**src/rtl/tron_pkg.sv**
```systemverilog
// rtl/tron_pkg.sv - shared FSM encoding, IO address map and address decode helper
package tron_pkg;

    typedef enum logic [1:0] {
        ST_IDLE  = 2'd0,
        ST_READ  = 2'd1,
        ST_RESP  = 2'd2,
        ST_WRITE = 2'd3
    } state_t;

    localparam logic [15:0] IO_LED_ADDR = 16'hC000;
    localparam logic [15:0] IO_SW_ADDR  = 16'hC001;
    localparam logic [1:0]  IO_REGION   = 2'b11;
    localparam int          LED_BITS    = 10;

    function automatic logic is_io_addr(input logic [15:0] addr);
        return addr[15:14] == IO_REGION;
    endfunction

endpackage

```
**src/rtl/io_regs.sv**
```systemverilog
// rtl/io_regs.sv - LED register and IO read mux (switches are read-only)
module io_regs
    import tron_pkg::*;
#(
    parameter int WIDTH = 16
) (
    input  logic                clk,
    input  logic                reset,
    input  logic                led_we_i,
    input  logic [LED_BITS-1:0] led_wdata_i,
    input  logic [WIDTH-1:0]    rd_addr_i,
    input  logic [LED_BITS-1:0] io_sw_i,
    output logic [LED_BITS-1:0] io_led_o,
    output logic [WIDTH-1:0]    rd_data_o
);

    logic [LED_BITS-1:0] led_q;

    always_ff @(posedge clk or posedge reset) begin
        if (reset) begin
            led_q <= '0;
        end else if (led_we_i) begin
            led_q <= led_wdata_i;
        end
    end

    // Unmapped IO addresses read as zero
    always_comb begin
        rd_data_o = '0;
        if (rd_addr_i[15:0] == IO_LED_ADDR) begin
            rd_data_o[LED_BITS-1:0] = led_q;
        end else if (rd_addr_i[15:0] == IO_SW_ADDR) begin
            rd_data_o[LED_BITS-1:0] = io_sw_i;
        end
    end

    assign io_led_o = led_q;

endmodule

```
**src/rtl/mem_responder.sv**
```systemverilog
// rtl/mem_responder.sv - single-outstanding CPU memory responder: external sync RAM plus IO registers
module mem_responder
    import tron_pkg::*;
#(
    parameter int WIDTH       = 16,
    parameter int ADDR_BITS   = 10,
    parameter int WAIT_CYCLES = 0
) (
    input  logic                 clk,
    input  logic                 reset,
    input  logic                 req_valid,
    input  logic                 req_write,
    input  logic                 req_fetch,
    input  logic [WIDTH-1:0]     req_addr,
    input  logic [WIDTH-1:0]     req_wdata,
    output logic                 req_ready,
    output logic                 rsp_valid,
    output logic [WIDTH-1:0]     rsp_data,
    output logic [WIDTH-1:0]     instruction,
    output logic [ADDR_BITS-1:0] mem_addr,
    output logic [WIDTH-1:0]     mem_wdata,
    output logic                 mem_we,
    input  logic [WIDTH-1:0]     mem_rdata,
    input  logic [9:0]           io_sw,
    output logic [9:0]           io_led
);

    state_t           state_q, state_d;
    logic [WIDTH-1:0] addr_q, addr_d;
    logic [WIDTH-1:0] wdata_q, wdata_d;
    logic [WIDTH-1:0] rsp_data_q, rsp_data_d;
    logic [WIDTH-1:0] instr_q, instr_d;
    logic             fetch_q, fetch_d;
    logic [1:0]       wait_q, wait_d;

    logic             addr_is_io;
    logic             led_we;
    logic [WIDTH-1:0] io_rdata;
    logic [WIDTH-1:0] read_data;

    assign addr_is_io = is_io_addr(addr_q[15:0]);
    assign led_we     = (state_q == ST_WRITE) && (addr_q[15:0] == IO_LED_ADDR);
    assign read_data  = addr_is_io ? io_rdata : mem_rdata;

    io_regs #(.WIDTH(WIDTH)) u_io_regs (
        .clk         (clk),
        .reset       (reset),
        .led_we_i    (led_we),
        .led_wdata_i (wdata_q[LED_BITS-1:0]),
        .rd_addr_i   (addr_q),
        .io_sw_i     (io_sw),
        .io_led_o    (io_led),
        .rd_data_o   (io_rdata)
    );

    always_ff @(posedge clk or posedge reset) begin
        if (reset) begin
            state_q    <= ST_IDLE;
            addr_q     <= '0;
            wdata_q    <= '0;
            rsp_data_q <= '0;
            instr_q    <= '0;
            fetch_q    <= 1'b0;
            wait_q     <= '0;
        end else begin
            state_q    <= state_d;
            addr_q     <= addr_d;
            wdata_q    <= wdata_d;
            rsp_data_q <= rsp_data_d;
            instr_q    <= instr_d;
            fetch_q    <= fetch_d;
            wait_q     <= wait_d;
        end
    end

    always_comb begin
        state_d    = state_q;
        addr_d     = addr_q;
        wdata_d    = wdata_q;
        rsp_data_d = rsp_data_q;
        instr_d    = instr_q;
        fetch_d    = fetch_q;
        wait_d     = wait_q;
        req_ready  = 1'b0;
        rsp_valid  = 1'b0;
        case (state_q)
            ST_IDLE: begin
                req_ready = 1'b1;
                if (req_valid) begin
                    addr_d  = req_addr;
                    wdata_d = req_wdata;
                    // A store wins over a fetch when both are flagged
                    fetch_d = req_fetch & ~req_write;
                    wait_d  = 2'(WAIT_CYCLES);
                    state_d = req_write ? ST_WRITE : ST_READ;
                end
            end
            ST_READ: begin
                if (wait_q == 2'd0) begin
                    rsp_data_d = read_data;
                    if (fetch_q) begin
                        instr_d = read_data;
                    end
                    state_d = ST_RESP;
                end else begin
                    wait_d = wait_q - 2'd1;
                end
            end
            ST_WRITE: begin
                rsp_data_d = '0;
                state_d    = ST_RESP;
            end
            ST_RESP: begin
                rsp_valid = 1'b1;
                state_d   = ST_IDLE;
            end
            default: state_d = ST_IDLE;
        endcase
    end

    // The address goes out straight from the request in IDLE so the RAM's registered
    // read data is ready at the end of a zero-wait READ; reset gates the RAM port instantly.
    always_comb begin
        mem_addr  = '0;
        mem_wdata = '0;
        mem_we    = 1'b0;
        if (!reset) begin
            if (state_q == ST_IDLE) begin
                if (req_valid) begin
                    mem_addr = req_addr[ADDR_BITS-1:0];
                end
            end else begin
                mem_addr = addr_q[ADDR_BITS-1:0];
            end
            if (state_q == ST_WRITE) begin
                mem_wdata = wdata_q;
                mem_we    = ~addr_is_io;
            end
        end
    end

    assign rsp_data    = rsp_data_q;
    assign instruction = instr_q;

endmodule
```
**config.mk**
```make
export PLATFORM = sky130hd
export DESIGN_NAME = mem_responder
export DESIGN_NICKNAME = d
export VERILOG_FILES = /design/src/rtl/tron_pkg.sv /design/src/rtl/io_regs.sv /design/src/rtl/mem_responder.sv
export SDC_FILE = /design/constraint.sdc
export NUM_CORES = 1
export LEC_CHECK = 0
export ABC_AREA = 1
export CORE_UTILIZATION = 30
export DETAILED_ROUTE_END_ITERATION = 6
export PLACE_DENSITY_LB_ADDON = 0.2
export SETUP_SLACK_MARGIN = 0.02
export SYNTH_ARGS = -nofsm -noshare
export SYNTH_HDL_FRONTEND = slang
export SYNTH_HIERARCHICAL = 1
export SYNTH_SLANG_ARGS = --single-unit
```
**constraint.sdc**
```tcl
create_clock -name clk -period 9.73 [get_ports clk]
set_input_delay 1.946 -clock clk [delete_from_list [all_inputs] [get_ports clk]]
set_output_delay 1.946 -clock clk [all_outputs]
set_load 0.1 [all_outputs]
```
==> results of run 1 <==
[worst max-delay path by stage]
stage | from | to | slack (ns) | depth (start not counted)
global route | reset | mem_wdata[0] | 2.46 | 6
floorplan | reset | mem_wdata[10] | 2.72 | 4
CTS | reset | mem_wdata[0] | 2.68 | 6
finish | reset | mem_wdata[9] | 2.78 | 6
detailed placement | reset | mem_wdata[13] | 2.69 | 6
global placement | reset | mem_wdata[3] | 2.75 | 6
[worst max-delay path: stages]
cell and delay, ns:
clkdlybuf4s50_1 0.63, inv_2 0.11, buf_4 0.70, nand2_4 0.27, nor2_1 0.18, clkdlybuf4s50_1 1.16
[cell families (layout without fill, tap and decap cells)]
family                     count (synthesis)  in the layout  share of synthesized area, %
buffers and inverters                     66            188                          9.20
adders and majority gates                  1              1                         0.312
other                                      1              6                        0.0935
AOI/OAI and AO/OA                         36             36                          4.49
muxes                                     10             10                          2.81
DFF                                       79             79                          49.3
and+or+nand+nor                          304            304                          33.8
[placed cells by master, fill, tap and decap left out, drive strengths merged, types with 6 or more instances in the layout]
cell,synthesis,layout
a21oi,11,11
clkbuf,1,9
clkdlybuf4s50,0,133
clkinv,1,6
conb,1,6
dfrtp,79,79
inv,37,37
mux2,10,10
nand2,212,212
nand3,37,37
nand4,14,14
nor2,41,41
o21ai,25,25
[area by class of cell]
cell class,instances,area [um2],area share [%]
Clock buffer,9,225,3.98
Inverter,38,145,2.56
Sequential cell,79,1980,34.9
Multi-Input combinational cell,357,1690,29.8
Tap cell,172,215,3.80
Clock inverter,7,73.8,1.30
Timing Repair Buffer,134,1340,23.7
[layer usage]
metal / wire length [um] / share of wire, %
met5: 0 / 0
met4: 85 / 0.79
met3: 485 / 4.5
met2: 5060 / 47
met1: 5130 / 48
[registers in the layout, indices dropped and copies added (netlist names)]
name / flops
wait_q: 2
rsp_data: 16
state_q: 2
fetch_q: 1
instruction: 16
u_io_regs/io_led_o: 10
wdata_q: 16
addr_q: 16
[power breakdown]
group	total [W]	internal (W)	switching, W
combinational	0.00109	0.000248	0.000838
clock	0.000331	0.000199	0.000132
sequential	0.000544	0.000455	0.0000886
total	0.00196	0.000902	0.00106
[through the flow]
step                hold slack (ns)  util (%)  area, um2  total power, W
floorplan                     0.471         -       4030         0.00139
global placement              0.465      41.8       5360         0.00163
detailed placement            0.467      41.8       5360         0.00164
CTS                           0.483      44.1       5660         0.00198
global route                  0.506      44.1       5660         0.00206
finish                        0.478      44.1       5660         0.00196
==> out/metrics.cfg, run 1 <==
[synthesis]
syn_avg_cell_area_um2 = 8.07
ys_top_cells_by_area = dfrtp_1 (49%), nand2_1 (19%), nand3_1 (4.6%)
ys_ff_latch = 79
yosysWarnings = 6
syn_area_um2 = 4010
postSynth.asyncResetShare_pct = 100
ys.flop_type = dfrtp_1
yosysSeqAreaShare_pct = 49.3
yosysTopAreaCell = dfrtp_1
synthMostInstantiatedCell = nand2_1
synth_edf_count = 0
ys_top_cells_by_count = nand2_1 (205), dfrtp_1 (79), nand3_1 (37), inv_1 (33), nor2_1 (30)
synth_cell_types = 26
synthCells = 497
yosysTopAreaCellShare_pct = 49.3

[final_layout]
syn_to_final_growth_pct = 41.1
drive_gt1_share_pct = 8.01
n_antenna_cell = 0
fin_cells = 796
final_net_count = 683
n_fill_cell = 1311

[timing]
min_period_ns = 6.95
clock.fmax_ghz = 0.144
tns_ns = 0
worstMarginPinSlew_ns = 1.01
setup_viol = 0
relSlewSlack_pct = 32.7
slew_viol_final = 0
setup_ws_ns = 2.78
finalHoldViolations = 0
finalCritPeriodShare_pct = 71.5
skew_ns = 0.00801
rsz0062_at_grt = false

[setup_path]
reg2reg_slack_ns = 7.18
rr_startpoint = addr_q[15]
critPathKind = in -> out
crit_required_ns = 7.78
cp-end-kind = output pin
rr_endpoint = u_io_regs/io_led_o[4]
arrival_ns = 5.01
worstRegToRegCells = 5
cp-start-kind = input port
worst-path-max-fanout = 70

[power_and_ir_drop]
ir_worst_vdd_mv = 0.0857
p_leak_nw = 2.75
powerDensity_nw_per_um2 = 346

[global_route]
grt_max_degree = 71
grt_util_met3_pct = 2.96
grtUsageMet2_pct = 26.5
grt_busiest_layer = met2
grt_pass1_vias = 3528
grt_use_total_pct = 16.2
grt_pass1_wl_mm = 17.8
met1_usage_pct = 21.1
antenna_found_initial = 0
grt_overflow = 0

[status]
status = finished clean

[floorplanning]
coreArea_um2 = 12800
die-width_um = 118
die_h_um = 118
start_util_pct = 31.3
io-pin-count = 134
num_rows = 41
fp.dieArea_um2 = 13800

[drt]
vias = 3539
postRouteAntennaNets = 0
drc = 0
routedWlPerCell_um = 13.5
dr.pass1.iters = 4
drt-initial-drc-count = 223
vias_per_cell = 4.45
totalWireLength_mm = 10.8

[place]
gp_congestion = 0.810
portBuffers = 133
placedCellCount = 780
dp_hpwl_mm = 7.95
dp_slack_ns = 2.69

[cts]
clk_latency_ns = 0.33
clock_path_buffers = 2
cts_made_buffers = 9
cts_max_level = 3
cts_tree = built
cts.sinks = 79
postCtsSetupRepairBufs = 0
ctsRootBufferMaster = clkbuf_16
cts-resized-gates = 0
cts_hold_repair.buffers = 0
path_clk_slew_ns = 0.06

[hold_path]
holdPathStages = 2
worstHoldStart = instruction[11]
hp-class = reg -> reg
holdPathEnd = instruction[11]

[run]
maxCapViolations = 0

Power figures use the tool's default switching activity.
==> inputs of run 2 (changes only) <==
clock period = 6.8 ns   (was 9.73 ns; I/O delays follow)
==> run 2 against run 1 <==
Against the previous run: sequential power rose by 43%; setup slack lost 1.0 ns; worst hold slack is essentially flat; clock-buffer cell count rose by 1; clock skew rose by 0.0041 ns; utilization fell by 0.61 points; final cell count decreased by 0.13%; wire length shrank 0.18%; design area decreased by 1.4%; sequential share of layout area rose by 0.49 points; critical path type unchanged; largest cell class unchanged.
==> out/metrics.cfg, run 2 (same netlist as run 1, synthesis figures left out) <==
[status]
status = finished clean

[cts]
cts_max_level = 3  ; unchanged
cts_hold_repair.buffers = 0  ; unchanged
clk_latency_ns = 0.33  ; about the same
cts_tree = built
cts_made_buffers = 9  ; unchanged
clock_path_buffers = 2  ; unchanged
cts.sinks = 79  ; unchanged
postCtsSetupRepairBufs = 0  ; unchanged
path_clk_slew_ns = 0.06  ; about the same
cts-resized-gates = 0  ; unchanged
ctsRootBufferMaster = clkbuf_16

[place]
portBuffers = 133  ; unchanged
gp_congestion = 0.785  ; -3.0%
dp_slack_ns = 1.75  ; -0.933 ns
dp_hpwl_mm = 7.83  ; -1.5%

[final_layout]
final_net_count = 683  ; unchanged
syn_to_final_growth_pct = 39.1
fin_util_pct = 43.5  ; -0.61 points
drive_gt1_share_pct = 10.4  ; +2.4 points
n_antenna_cell = 0  ; unchanged
layout_common_cells = nand2_1 (205), clkdlybuf4s50_1 (116), dfrtp_1 (79)
final_common_cell = nand2_1

[power_and_ir_drop]
power_frac_comb_pct = 56.1  ; +0.7 points
p_leak_nw = 2.77  ; +0.50%
p_sw_share_pct = 54.8  ; +0.81 points
p_int_w = 0.00125  ; +39%
powerDensity_nw_per_um2 = 495  ; +43%
ir_worst_vdd_mv = 0.142  ; +66%
clkPwrFrac_pct = 15.8  ; -1.1 points
seqPwrFrac_pct = 28.2  ; +0.4 points
p_sw_w = 0.00151  ; +43%

[timing]
slew_viol_final = 0  ; unchanged
finalHoldViolations = 0  ; unchanged
tns_ns = 0  ; unchanged
setup_viol = 0  ; unchanged
skew_ns = 0.0121  ; +0.00412 ns
rsz0062_at_grt = false
finalCritPeriodShare_pct = 74.3
clock.fmax_ghz = 0.198
setup_ws_ns = 1.75  ; -1.03 ns
min_period_ns = 5.05
relSlewSlack_pct = 33.4  ; +0.68 points
worstMarginPinSlew_ns = 0.997  ; -0.0102 ns

[setup_path]
worst-path-max-fanout = 12  ; -83%
slowest_delay_ns = 1.17  ; about the same
cp-start-kind = input port
critPathKind = in -> out
crit_path_frequent_cell = clkdlybuf4s50_1
cp-end-kind = output pin
critPathSlowestCell = clkdlybuf4s50_1
worstPathCellList = clkdlybuf4s50_1 -> nand3_1 -> a21oi_1 -> clkdlybuf4s50_1
worst-path-buf-inv = 2  ; -2
arrival_ns = 3.69  ; -1.32 ns
crit_required_ns = 5.44  ; -2.34 ns
crit_family = buffers and inverters

[floorplanning]
start_util_pct = 31.3  ; unchanged
die_h_um = 118  ; unchanged
die-width_um = 118  ; unchanged
fp.dieArea_um2 = 13800  ; unchanged
io-pin-count = 134  ; unchanged
num_rows = 41  ; unchanged
coreArea_um2 = 12800  ; unchanged

[drt]
drc = 0  ; unchanged
vias = 3513  ; -0.73%
dr.pass1.iters = 4  ; unchanged
drt-initial-drc-count = 226  ; +1.3%
totalWireLength_mm = 10.7  ; -0.18%
routedWlPerCell_um = 13.5  ; about the same
postRouteAntennaNets = 0  ; unchanged
vias_per_cell = 4.42  ; -0.61%

[run]
maxCapViolations = 0  ; unchanged

[global_route]
grt_pass1_wl_mm = 17.8  ; -0.31%
grt_max_degree = 70  ; -1.4%
grt_overflow = 0  ; unchanged
antenna_found_initial = 0  ; unchanged
grt_use_total_pct = 16.0  ; -0.15 points
grt_pass1_vias = 3525  ; -0.085%

[hold_path]
hp-class = reg -> reg

## run 2: final cells by class
type,count,area [um2]
inverter,38,145
tap,172,215
multi-input combinational,357,1690
clock buffer,10,229
sequential,79,1980
clock inverter,5,33.8
fill,1337,7240
timing repair buffer,134,1300
## run 2: stage by stage
step	instance area (um2)	hold WS (ns)	std cells	total power [W]
after floorplan	4030	0.471	502	0.00198
after global placement	5320	0.460	780	0.00233
after detailed placement	5320	0.470	780	0.00234
after CTS	5580	0.487	795	0.00279
after global routing	5580	0.509	795	0.00291
final	5580	0.478	795	0.00276
## run 2: per-layer routing
metal  GRT usage [%]  share of wire, %  up-vias
met4            4.57              0.95        0
met3            2.86               5.0        8
li1                -                 -     1798
met2            26.3                47      114
met1            21.4                47     1593
met5               0                 0        -
## run 2: final timing paths
| path | from | endpoint | slack, ns | cells after the start |
|---|---|---|---|---|
| setup reg to reg | addr_q[15] | u_io_regs/io_led_o[9] | 4.23 | 5 |
| setup / recovery | req_valid | mem_addr[4] | 1.75 | 4 |
| hold reg to reg | instruction[4] | instruction[4] | 0.48 | 2 |
| max in group asynchronous | reset | instruction[15] | 4.18 | 3 |
| hold / removal | instruction[4] | instruction[4] | 0.48 | 2 |
| min in group asynchronous | reset | u_io_regs/io_led_o[6] | 1.71 | 2 |
## run 2: tightest hold or removal path, stage by stage (launching register included)
cell     delay (ns)
dfrtp_1        0.34
nand2_1        0.05
nand2_1        0.05
## run 2: power by group through the flow
stage                     clock, W  combinational (W)  sequential, W
after floorplan                  0           0.000565        0.00142
after global placement           0            0.00155       0.000779
after detailed placement         0            0.00156       0.000786
after CTS                 0.000446            0.00156       0.000779
after global routing      0.000465            0.00164       0.000804
final                     0.000436            0.00155       0.000778
